`src/rtl/j68_pkg.sv`:
```
// J68 decode-table shared types and widths.
// Used by the decode RAM read side and the run-time loader.
package j68_pkg;

  localparam int DEC_WORD_W = 36;
  localparam int DEC_ADDR_W = 8;
  localparam int DEC_BYTES  = 5;

  typedef enum logic [1:0] {
    IDLE = 2'd0,
    LOAD = 2'd1,
    DONE = 2'd2
  } ld_state_e;

endpackage

```
`src/rtl/j68_byte_packer.sv`:
```
// Packs little-endian stream bytes into 36-bit decode words.
// Byte 4 contributes only its low nibble; its high nibble must be zero.
module j68_byte_packer
  import j68_pkg::*;
#(
  parameter int NBYTES = DEC_BYTES
) (
  input  logic                  clock,
  input  logic                  reset,
  input  logic                  clear_i,
  input  logic                  byte_valid_i,
  input  logic [7:0]            byte_i,
  output logic                  word_valid_o,
  output logic [DEC_WORD_W-1:0] word_o,
  output logic                  pad_err_o
);

  logic [2:0]  idx_q, idx_d;
  logic [31:0] acc_q, acc_d;
  logic        last;

  assign last = (idx_q == 3'(NBYTES - 1));

  always_comb begin
    idx_d = idx_q;
    acc_d = acc_q;
    if (clear_i) begin
      idx_d = 3'd0;
      acc_d = 32'd0;
    end else if (byte_valid_i) begin
      if (last) begin
        idx_d = 3'd0;
      end else begin
        idx_d = idx_q + 3'd1;
        acc_d[{idx_q[1:0], 3'b000} +: 8] = byte_i;
      end
    end
  end

  always_ff @(posedge clock or posedge reset) begin
    if (reset) begin
      idx_q <= 3'd0;
      acc_q <= 32'd0;
    end else begin
      idx_q <= idx_d;
      acc_q <= acc_d;
    end
  end

  // Completion is combinational so the top can register the write strobe.
  assign word_valid_o = byte_valid_i & last;
  assign word_o       = {byte_i[3:0], acc_q};
  assign pad_err_o    = word_valid_o & (|byte_i[7:4]);

endmodule

```
`src/rtl/j68_decode_loader.sv`:
```
// Run-time writer for the J68 256 x 36 decode table.
// Streams bytes from the download channel into decode RAM writes.
module j68_decode_loader
  import j68_pkg::*;
#(
  parameter int DEPTH          = 256,
  parameter int BYTES_PER_WORD = DEC_BYTES
) (
  input  logic                  clock,
  input  logic                  reset,
  input  logic                  start,
  input  logic [7:0]            in_data,
  input  logic                  in_valid,
  output logic                  in_ready,
  output logic                  wr_en,
  output logic [DEC_ADDR_W-1:0] wr_addr,
  output logic [DEC_WORD_W-1:0] wr_data,
  output logic                  busy,
  output logic                  done,
  output logic                  fmt_err
);

  ld_state_e               state_q, state_d;
  logic [DEC_ADDR_W-1:0]   widx_q, widx_d;
  logic                    wr_en_q, wr_en_d;
  logic [DEC_ADDR_W-1:0]   wr_addr_q, wr_addr_d;
  logic [DEC_WORD_W-1:0]   wr_data_q, wr_data_d;
  logic                    fmt_q, fmt_d;

  logic                    accept;
  logic                    wv;
  logic [DEC_WORD_W-1:0]   word;
  logic                    pad_err;
  logic                    last_w;

  assign accept = in_valid & in_ready;
  assign last_w = (widx_q == DEC_ADDR_W'(DEPTH - 1));

  j68_byte_packer #(
    .NBYTES(BYTES_PER_WORD)
  ) u_packer (
    .clock       (clock),
    .reset       (reset),
    .clear_i     (start),
    .byte_valid_i(accept),
    .byte_i      (in_data),
    .word_valid_o(wv),
    .word_o      (word),
    .pad_err_o   (pad_err)
  );

  always_comb begin
    state_d   = state_q;
    widx_d    = widx_q;
    wr_en_d   = wv;
    wr_addr_d = wr_addr_q;
    wr_data_d = wr_data_q;
    fmt_d     = fmt_q | pad_err;

    unique case (state_q)
      IDLE: if (start) state_d = LOAD;
      LOAD: begin
        if (start) state_d = LOAD;
        else if (wv && last_w) state_d = DONE;
      end
      DONE: if (start) state_d = LOAD;
      default: state_d = IDLE;
    endcase

    // A word completing on a restart edge is still written at its old index.
    if (wv) begin
      wr_addr_d = widx_q;
      wr_data_d = word;
      widx_d    = widx_q + DEC_ADDR_W'(1);
    end
    if (start) begin
      widx_d = '0;
      fmt_d  = 1'b0;
    end
  end

  always_ff @(posedge clock or posedge reset) begin
    if (reset) begin
      state_q   <= IDLE;
      widx_q    <= '0;
      wr_en_q   <= 1'b0;
      wr_addr_q <= '0;
      wr_data_q <= '0;
      fmt_q     <= 1'b0;
    end else begin
      state_q   <= state_d;
      widx_q    <= widx_d;
      wr_en_q   <= wr_en_d;
      wr_addr_q <= wr_addr_d;
      wr_data_q <= wr_data_d;
      fmt_q     <= fmt_d;
    end
  end

  assign in_ready = (state_q == LOAD);
  assign busy     = (state_q == LOAD);
  assign done     = (state_q == DONE);
  assign wr_en    = wr_en_q;
  assign wr_addr  = wr_addr_q;
  assign wr_data  = wr_data_q;
  assign fmt_err  = fmt_q;

endmodule

```
`config.mk`:
```
export PLATFORM = sky130hd
export DESIGN_NAME = j68_decode_loader
export DESIGN_NICKNAME = d
export VERILOG_FILES = /design/src/rtl/j68_pkg.sv /design/src/rtl/j68_byte_packer.sv /design/src/rtl/j68_decode_loader.sv
export SDC_FILE = /design/constraint.sdc
export NUM_CORES = 1
export LEC_CHECK = 0
export ABC_AREA = 1
export CORE_AREA = 2 2 87 89
export DETAILED_ROUTE_END_ITERATION = 10
export DIE_AREA = 0 0 89 91
export MAX_ROUTING_LAYER = met4
export PLACE_DENSITY = 0.83
export SLEW_MARGIN = 25
export SYNTH_ARGS = -nofsm -noshare
export SYNTH_HDL_FRONTEND = slang
export SYNTH_SLANG_ARGS = --single-unit
```
`constraint.sdc`:
```
create_clock -name clock -period 5.6 [get_ports clock]
set_input_delay 1.68 -clock clock [delete_from_list [all_inputs] [get_ports clock]]
set_output_delay 1.68 -clock clock [all_outputs]
set_load 0.02 [all_outputs]
```
### Yosys cells after proc, flatten, opt, wreduce, memory -nomap -nowiden

Index checks and enable logic that the tools add are counted.

| word-level totals | value |
|---|---|
| register bits | 91 |
| input bits | 12 |
| output and inout bits | 49 |
| logic and storage cells | 46 |

| operators by class | value |
|---|---|
| add/subtract/negate cells | 3 |
| eq/ne operators | 7 |
| shift-type cells | 2 |
| mux-type cells | 14 |
| bitwise logic cells | 4 |
| reductions and logical operators | 8 |

Operators with widths:

| kind | count |
|---|---|
| $mux W32 | 3 |
| $bwmux W32 | 1 |
| $shift A8 B7 Y32 const A | 1 |
| $shiftx A8 B7 Y32 | 1 |
| $mux W8 | 2 |
| $mux W3 | 3 |
| $add A8 B1 Y8 const B | 1 |
| $eq A8 B8 Y1 const B | 1 |
| $neg A5 Y7 | 1 |
| $mux W2 | 3 |
| $pmux W2 S2 | 1 |
| $reduce_and A2 Y1 | 2 |
| $reduce_bool A2 Y1 | 2 |
| $reduce_or A4 Y1 | 1 |
| $add A3 B1 Y3 const B | 1 |
| $and A1 B1 Y1 | 3 |
| $eq A3 B3 Y1 const B | 1 |
| $ne A3 B2 Y1 const B | 1 |
| $eq A2 B1 Y1 const B | 1 |
| $eq A2 B2 Y1 const B | 1 |
| $logic_not A2 Y1 | 1 |
| $ne A2 B1 Y1 const B | 1 |
| $ne A2 B2 Y1 const B | 1 |
| $reduce_or A2 Y1 | 1 |
| other kinds (3) | 3 |

### Longest topological paths before layout

Gate-level depths: netlist of the first run.

| depth | value |
|---|---|
| depth after elaboration | 7 |
| depth in mapped cells | 10 |
| depth with buffers taken out | 8 |

### By module

From an unflattened synthesis of the first run, not the netlist that was laid out.

| unflattened totals | value |
|---|---|
| cell total of the unflattened synthesis | 504 |
| area total of the unflattened synthesis | 4131.5 µm² |

Modules (own cells, without submodules):

| module | times used | cells each | area each (µm²) | seq. area each (µm²) |
|---|---|---|---|---|
| j68_decode_loader | 1 | 258 | 2238.4 | 1401.3 |
| j68_byte_packer | 1 | 246 | 1893.1 | 875.8 |

### Worst setup path before layout of the first run

Ideal clock, no wire load.

| path | value |
|---|---|
| kind | register to output |
| start point | register state_q[1] |
| end point | output in_ready |
| arrival | 0.890 ns |
| data required time | 3.920 ns |
| slack | 3.030 ns |
| stages on the path, launching flop included | 5 |
| path buffers | 1 |
| cells stage by stage | dfrtp_1 inv_1 nand2_1 inv_1 buf_4 |

| on the way | value |
|---|---|
| word-level cells in the longest chain between the ends | 1 |

RTL lines:

| element | RTL line | text |
|---|---|---|
| start: declaration | j68_decode_loader.sv:23 | `ld_state_e state_q, state_d;` |
| start signal: assignment | j68_decode_loader.sv:91 | `state_q <= state_d;` |
| $eq A2 B1 Y1 | n/a |  |
| end: declaration | j68_decode_loader.sv:14 | `output logic in_ready,` |

Every way passes these cells.

### Worst setup path in the final report of the first run

| path | value |
|---|---|
| start point | input in_valid |
| end point | register widx_q[2] |

| on the way | value |
|---|---|
| word-level cells in the longest chain between the ends | 3 |

RTL lines:

| element | RTL line | text |
|---|---|---|
| start: declaration | j68_decode_loader.sv:13 | `input logic in_valid,` |
| $and A1 B1 Y1 | j68_decode_loader.sv:36 | `assign accept = in_valid & in_ready;` |
| $and A1 B1 Y1 | j68_byte_packer.sv:51 | `assign word_valid_o = byte_valid_i & last;` |
| $reduce_bool A2 Y1 (no source line) | n/a |  |
| end signal: assignment | j68_decode_loader.sv:92 | `widx_q <= widx_d;` |
| end: declaration | j68_decode_loader.sv:24 | `logic [DEC_ADDR_W-1:0] widx_q, widx_d;` |

Every way passes these cells.
A chain may end at the register's enable or synchronous reset.

==> metrics.csv, run 1 <==
stage,metric,value,unit
pwr,pwr dens,287,nW/um^2
cts,# Post-CTS Setup Buffers,0,
pwr,total power,1.40,mW
pwr,Pleak,2.52,nW
cts,CTS tree,done,
synth,post-synth cell types,28,
floorplan,Initial Utilization,0.570,
critical_path,crit path capture type,flop,
grt,initial antenna violation count,0,
placement,HPWL Detailed,5840,microns
synth,ranking of synthesized cells by area,"dfrtp_1 56%, nand2_1 19%, nand3_1 3.7%, inv_1 2.9%, o21ai_0 2.7%",
critical_path,Reg-to-Reg Start,u_packer.idx_q[0],
job,MaxCap Viol Count,0,
timing,Final Cycle Share,0.621,
cts,Post-CTS Hold Fix Bufs,0,
finish,nets@finish,553,
floorplan,num ports,61,
finish,antenna cells,0,
cts,Skew-Pair Late Insertion Delay,0.37,ns
grt,Total GRT Usage,0.236,
synth,Avg Inst Size Synth,8.43,sq um
cts,clock tree sinks,91,
timing,Tmin final,3.48,ns
finish,Multi-input gate area,1530,sq um
pwr,maximum vdd drop,0.169,mV
drt,Remaining DRCs,0,
floorplan,CORE AREA,7140,sq um
timing,setup TNS,0,ns
timing,Fin. Hold Viols,0,
grt,vias in the first global route,3080,
floorplan,Die H,91,microns
status,outcome,finished clean,
timing,Slew headroom,0.460,
timing,number of setup violations in the final report,0,
synth,Post-Synthesis Cells,483,
drt,final WL,8480,microns
synth,Syn Std Cell Area,4070,sq um
timing,fin. max-slew vios,0,
floorplan,Die Wd,89,microns
synth,#FFs+latches synth,91,
critical_path,worst-path maximum fanout,56,
finish,layout cells sized above 1,0.0722,
timing,fmax,287,MHz
drt,DR iter-0 viols,245,
finish,Area Growth Syn to Fin,19.8,%
drt,Vias/cell,5.10,
floorplan,DIE AREA,8100,sq um
critical_path,worst reg-to-reg setup slack,2.94,ns
timing,Slew @ Worst Pin,0.810,ns
critical_path,type of the worst setup path,input pin to flop,
timing,RSZ-0062 raised after global routing,false,
min_path,worst hold path type,flop to flop,
cts,CTS resizes,0,
critical_path,RR Endpoint,widx_q[2],
placement,placed cell count,623,
synth,leading area contributor after synthesis,dfrtp_1,
finish,register area,2280,sq um
cts,clock-pin slew on the worst setup and hold paths,0.09,ns
critical_path,Worst Setup Start Kind,input pin,
drt,WL per Instance,13.3,microns
placement,final estimated routing congestion in global placement,0.911,
finish,"commonest cells after routing, fill and taps aside","207 x nand2_1, 91 x dfrtp_1, 60 x clkdlybuf4s50_1",
cts,total CTS buffers,9,
placement,port bufs,60,
floorplan,Cell Rows,31,
finish,design area,4880,sq um
critical_path,R2R depth,8,
synth,area share of the leading cell type in the synthesized netlist,0.559,
grt,largest net degree at the start of global routing,57,
drt,vias,3260,
cts,CTS Root Cell,clkbuf_8,
cts,H-tree depth,3,
drt,router iterations before antenna repair,5,
placement,"Cell Area, Placed",4680,sq um
critical_path,Worst Path Required,5.86,ns
synth,YS warnings,0,
grt,gr ovfl total,0,
grt,first-pass GRT wire length,14600,microns
synth,syn nets,501,
critical_path,CP endpoint,widx_q[2],
critical_path,CP startpoint,in_valid,
drt,ANT nets after route,0,
timing,final worst clock skew,0.0125,ns
finish,fillers,602,
cts,maximum clock path buffer count,2,
finish,"most common cell after layout, fill and taps aside",nand2_1,
critical_path,crit path DAT,3.74,ns
synth,sequential cell area fraction in the yosys report,0.559,
finish,final std cells w/o fill,639,
-- cell families (layout without fill, tap and decap cells) --
family,count (synthesis),after routing,synth area share
DFF,91,91,0.559
adders and majority gates,6,6,0.0184
and+or+nand+nor,295,295,0.310
buffers and inverters,55,112,0.0655
AOI/OAI and AO/OA,36,36,0.0470
-- report_power, final --
part	leakage [nW]	internal (mW)	switching, mW
clock network	0.0962	0.209	0.240
logic	1.16	0.0844	0.149
registers	1.26	0.692	0.0257
-- cell usage after synthesis, drive strengths merged --
master and count:
nand3 33, clkbuf 6, ha 6, nand4 13, dfrtp 91, a21oi 8
nor3 1, inv 34, o21ai 28, or2 6, nand2 211, buf 15
nor2 31
-- final cells by class --
cell class                 instances  share of cell area
multi-input combinational        337               0.313
timing repair buffer              62               0.126
inverter                          34              0.0272
clock buffer                       9              0.0254
clock inverter                     7              0.0156
sequential                        91               0.467
tap                               99              0.0254
-- per-stage QoR --
| stage | hold WS, ns | utilization | setup slack (ns) |
|---|---|---|---|
| floorplan | 0.442 | - | 1.56 |
| global placement | 0.455 | 0.655 | 1.81 |
| detailed placement | 0.458 | 0.655 | 1.74 |
| CTS | 0.479 | 0.683 | 2.13 |
| global route | 0.496 | 0.683 | 1.91 |
| finish | 0.475 | 0.683 | 2.12 |
-- layer usage --
metal	GRT usage	vias up	part of all wire	wire [microns]
met2	0.353	94	0.49	4130
met1	0.328	1528	0.44	3770
met4	0.0958	0	0.026	221
li1	-	1620	-	-
met3	0.0345	18	0.042	355
met5	-	-	0	0
-- sequential cells by signal (all words and copies together), names as in the netlist --
name            flops
fmt_err             1
state_q             2
u_packer.acc_q     32
u_packer.idx_q      3
widx_q              8
wr_addr             8
wr_data            36
wr_en               1
-- critical path, stage by stage --
cell	delay, ns
clkdlybuf4s50_1	0.51
nand3_4	0.13
nor2_4	0.09
buf_4	0.46
inv_2	0.48
o21ai_0	0.31
nor2_1	0.06
-- how the worst min path moves through the flow --
stage                            from                 to  slack [ns]  cells after the start
floorplan           u_packer.acc_q[0]  u_packer.acc_q[0]        0.44                      2
global placement    u_packer.acc_q[4]  u_packer.acc_q[4]        0.45                      2
detailed placement         wr_data[8]         wr_data[8]        0.46                      2
CTS                       wr_data[27]        wr_data[27]        0.48                      2
global route        u_packer.acc_q[4]  u_packer.acc_q[4]        0.50                      2
finish                    wr_data[27]        wr_data[27]        0.47                      2
(Power assumes the default switching activity.)
==> inputs of run 2 (changes only) <==
Settings changed: CORE_AREA 2 2 87 89 to 2 2 95 97, DIE_AREA 0 0 89 91 to 0 0 97 99, PLACE_DENSITY 0.83 to 0.74.
Clock period 5.6 ns to 3 ns, I/O delays scaled along.
==> run 2 against run 1 <==
Net effect: worst setup slack got worse by 1.7 ns; clock-buffer cell count rose by 3; sequential cell count is the same; register-to-register slack worse by 2.2 ns; cell area grew 1.4%; combinational power grew 90%; clock skew down 0.0020 ns; die area grew 19%; power rose by 86%; final cell count increased by 1.9%; routed wire length grew 2.3%; critical path depth shrank 3; critical endpoint is now in_ready.
==> metrics.csv, run 2 (synthesis results as in run 1) <==
stage,metric,value,unit
critical_path,Worst Path Required,2.10,ns
placement,final estimated routing congestion in global placement,0.830,
timing,Final Cycle Share,0.849,
finish,max FFs per register,36,
timing,Tmin final,2.55,ns
drt,router iterations before antenna repair,4,
pwr,Switching Share,0.285,
finish,antenna cells,0,
drt,Remaining DRCs,0,
timing,fin. max-slew vios,0,
cts,clock tree sinks,91,
drt,vias,3250,
pwr,total power,2.61,mW
placement,HPWL Detailed,5970,microns
grt,vias in the first global route,3088,
timing,Slew @ Worst Pin,0.821,ns
cts,maximum clock path buffer count,2,
grt,largest net degree at the start of global routing,56,
cts,H-tree depth,3,
floorplan,CORE AREA,8550,sq um
placement,placed cell count,635,
finish,nets@finish,556,
finish,final std cells w/o fill,651,
pwr,switching pwr,0.742,mW
pwr,sequential share of power,0.513,
cts,CTS tree,done,
drt,Vias/cell,4.99,
critical_path,crit path capture type,output port,
cts,# Post-CTS Setup Buffers,0,
drt,DR iter-0 viols,184,
critical_path,worst-path maximum fanout,4,
cts,CTS Root Cell,clkbuf_8,
finish,Area Growth Syn to Fin,21.5,%
drt,final WL,8670,microns
timing,RSZ-0062 raised after global routing,false,
critical_path,Worst Setup Start Kind,flop,
pwr,maximum vdd drop,0.232,mV
grt,Total GRT Usage,0.193,
placement,"Cell Area, Placed",4750,sq um
timing,setup TNS,0,ns
pwr,cell-internal power,1.86,mW
timing,worst setup margin,0.453,ns
grt,gr ovfl total,0,
floorplan,DIE AREA,9600,sq um
finish,"most common cell after layout, fill and taps aside",nand2_1,
finish,design area,4940,sq um
floorplan,Initial Utilization,0.476,
critical_path,CP startpoint,state_q[1],
floorplan,Die H,99,microns
floorplan,num ports,61,
critical_path,crit path DAT,1.65,ns
timing,Fin. Hold Viols,0,
floorplan,Cell Rows,34,
cts,Skew-Pair Late Insertion Delay,0.36,ns
timing,number of setup violations in the final report,0,
pwr,Pleak,2.54,nW
placement,Setup WS pre-CTS,0.454,ns
timing,final worst clock skew,0.0105,ns
grt,initial antenna violation count,0,
cts,CTS resizes,0,
min_path,Hold Crit Start,u_packer.acc_q[23],
timing,Hold WS,0.470,ns
finish,fin util,0.578,
status,outcome,finished clean,
cts,total CTS buffers,9,
grt,first-pass GRT wire length,14400,microns
finish,"commonest cells after routing, fill and taps aside","207 x nand2_1, 91 x dfrtp_1, 60 x clkdlybuf4s50_1",
critical_path,type of the worst setup path,flop to output port,
min_path,worst hold path type,flop to flop,
finish,layout cells sized above 1,0.0737,
pwr,combinational share of power,0.170,
pwr,Clock Power Share,0.317,
job,MaxCap Viol Count,0,
timing,Slew headroom,0.453,
timing,fmax,393,MHz
cts,clock-pin slew on the worst setup and hold paths,0.09,ns
placement,port bufs,60,
cts,Post-CTS Hold Fix Bufs,0,
pwr,pwr dens,527,nW/um^2
floorplan,Die Wd,97,microns
critical_path,Reg-to-Reg Start,u_packer.idx_q[0],
drt,ANT nets after route,0,
drt,WL per Instance,13.3,microns
## run 2: cell count changes in the layout (fill, tap and decap cells not counted)
cell / delta
buf_12: +3
clkbuf_1: +2
clkbuf_8: +1
clkinv_4: -1
clkinvlp_4: +1
inv_4: -1
inv_6: -2
## run 2: path summary, 6_finish.rpt
kind	slack, ns	cells past startpoint	end
max	0.45	4	in_ready
min	0.47	2	wr_data[23]
max reg2reg	0.70	7	widx_q[2]
min reg2reg	0.47	2	wr_data[23]
max in group asynchronous	1.41	3	wr_addr[0]
min in group asynchronous	0.97	2	wr_data[7]
## run 2: routing by layer
layer,vias to the layer above,global-route usage,wire length (microns)
li1,1625,-,-
met1,1532,0.246,3940
met2,79,0.306,4170
met3,14,0.0326,389
met4,0,0.0856,176
met5,-,-,0
## run 2: cell type report
type	instances	area, sq um
Clock buffer	12	145
Clock inverter	4	50.0
Fill cell	770	3610
Inverter	34	134
Multi-Input combinational cell	337	1530
Sequential cell	91	2280
Tap cell	108	135
Timing Repair Buffer	65	676
## run 2: worst max-delay path, cell delays in order, from the launching register on
cell and delay [ns]:
dfrtp_1 0.38, inv_1 0.15, nand2_1 0.09, inv_1 0.08
clkdlybuf4s50_1 0.60
## run 2: power by group through the flow
stage / clock [mW] / combinational, mW / sequential (mW)
after global routing: 0.894 / 0.486 / 1.35
after detailed placement: 0 / 0.444 / 1.36
final: 0.826 / 0.444 / 1.34
after floorplan: 0 / 0.239 / 1.40
after CTS: 0.840 / 0.447 / 1.34
after global placement: 0 / 0.433 / 1.36
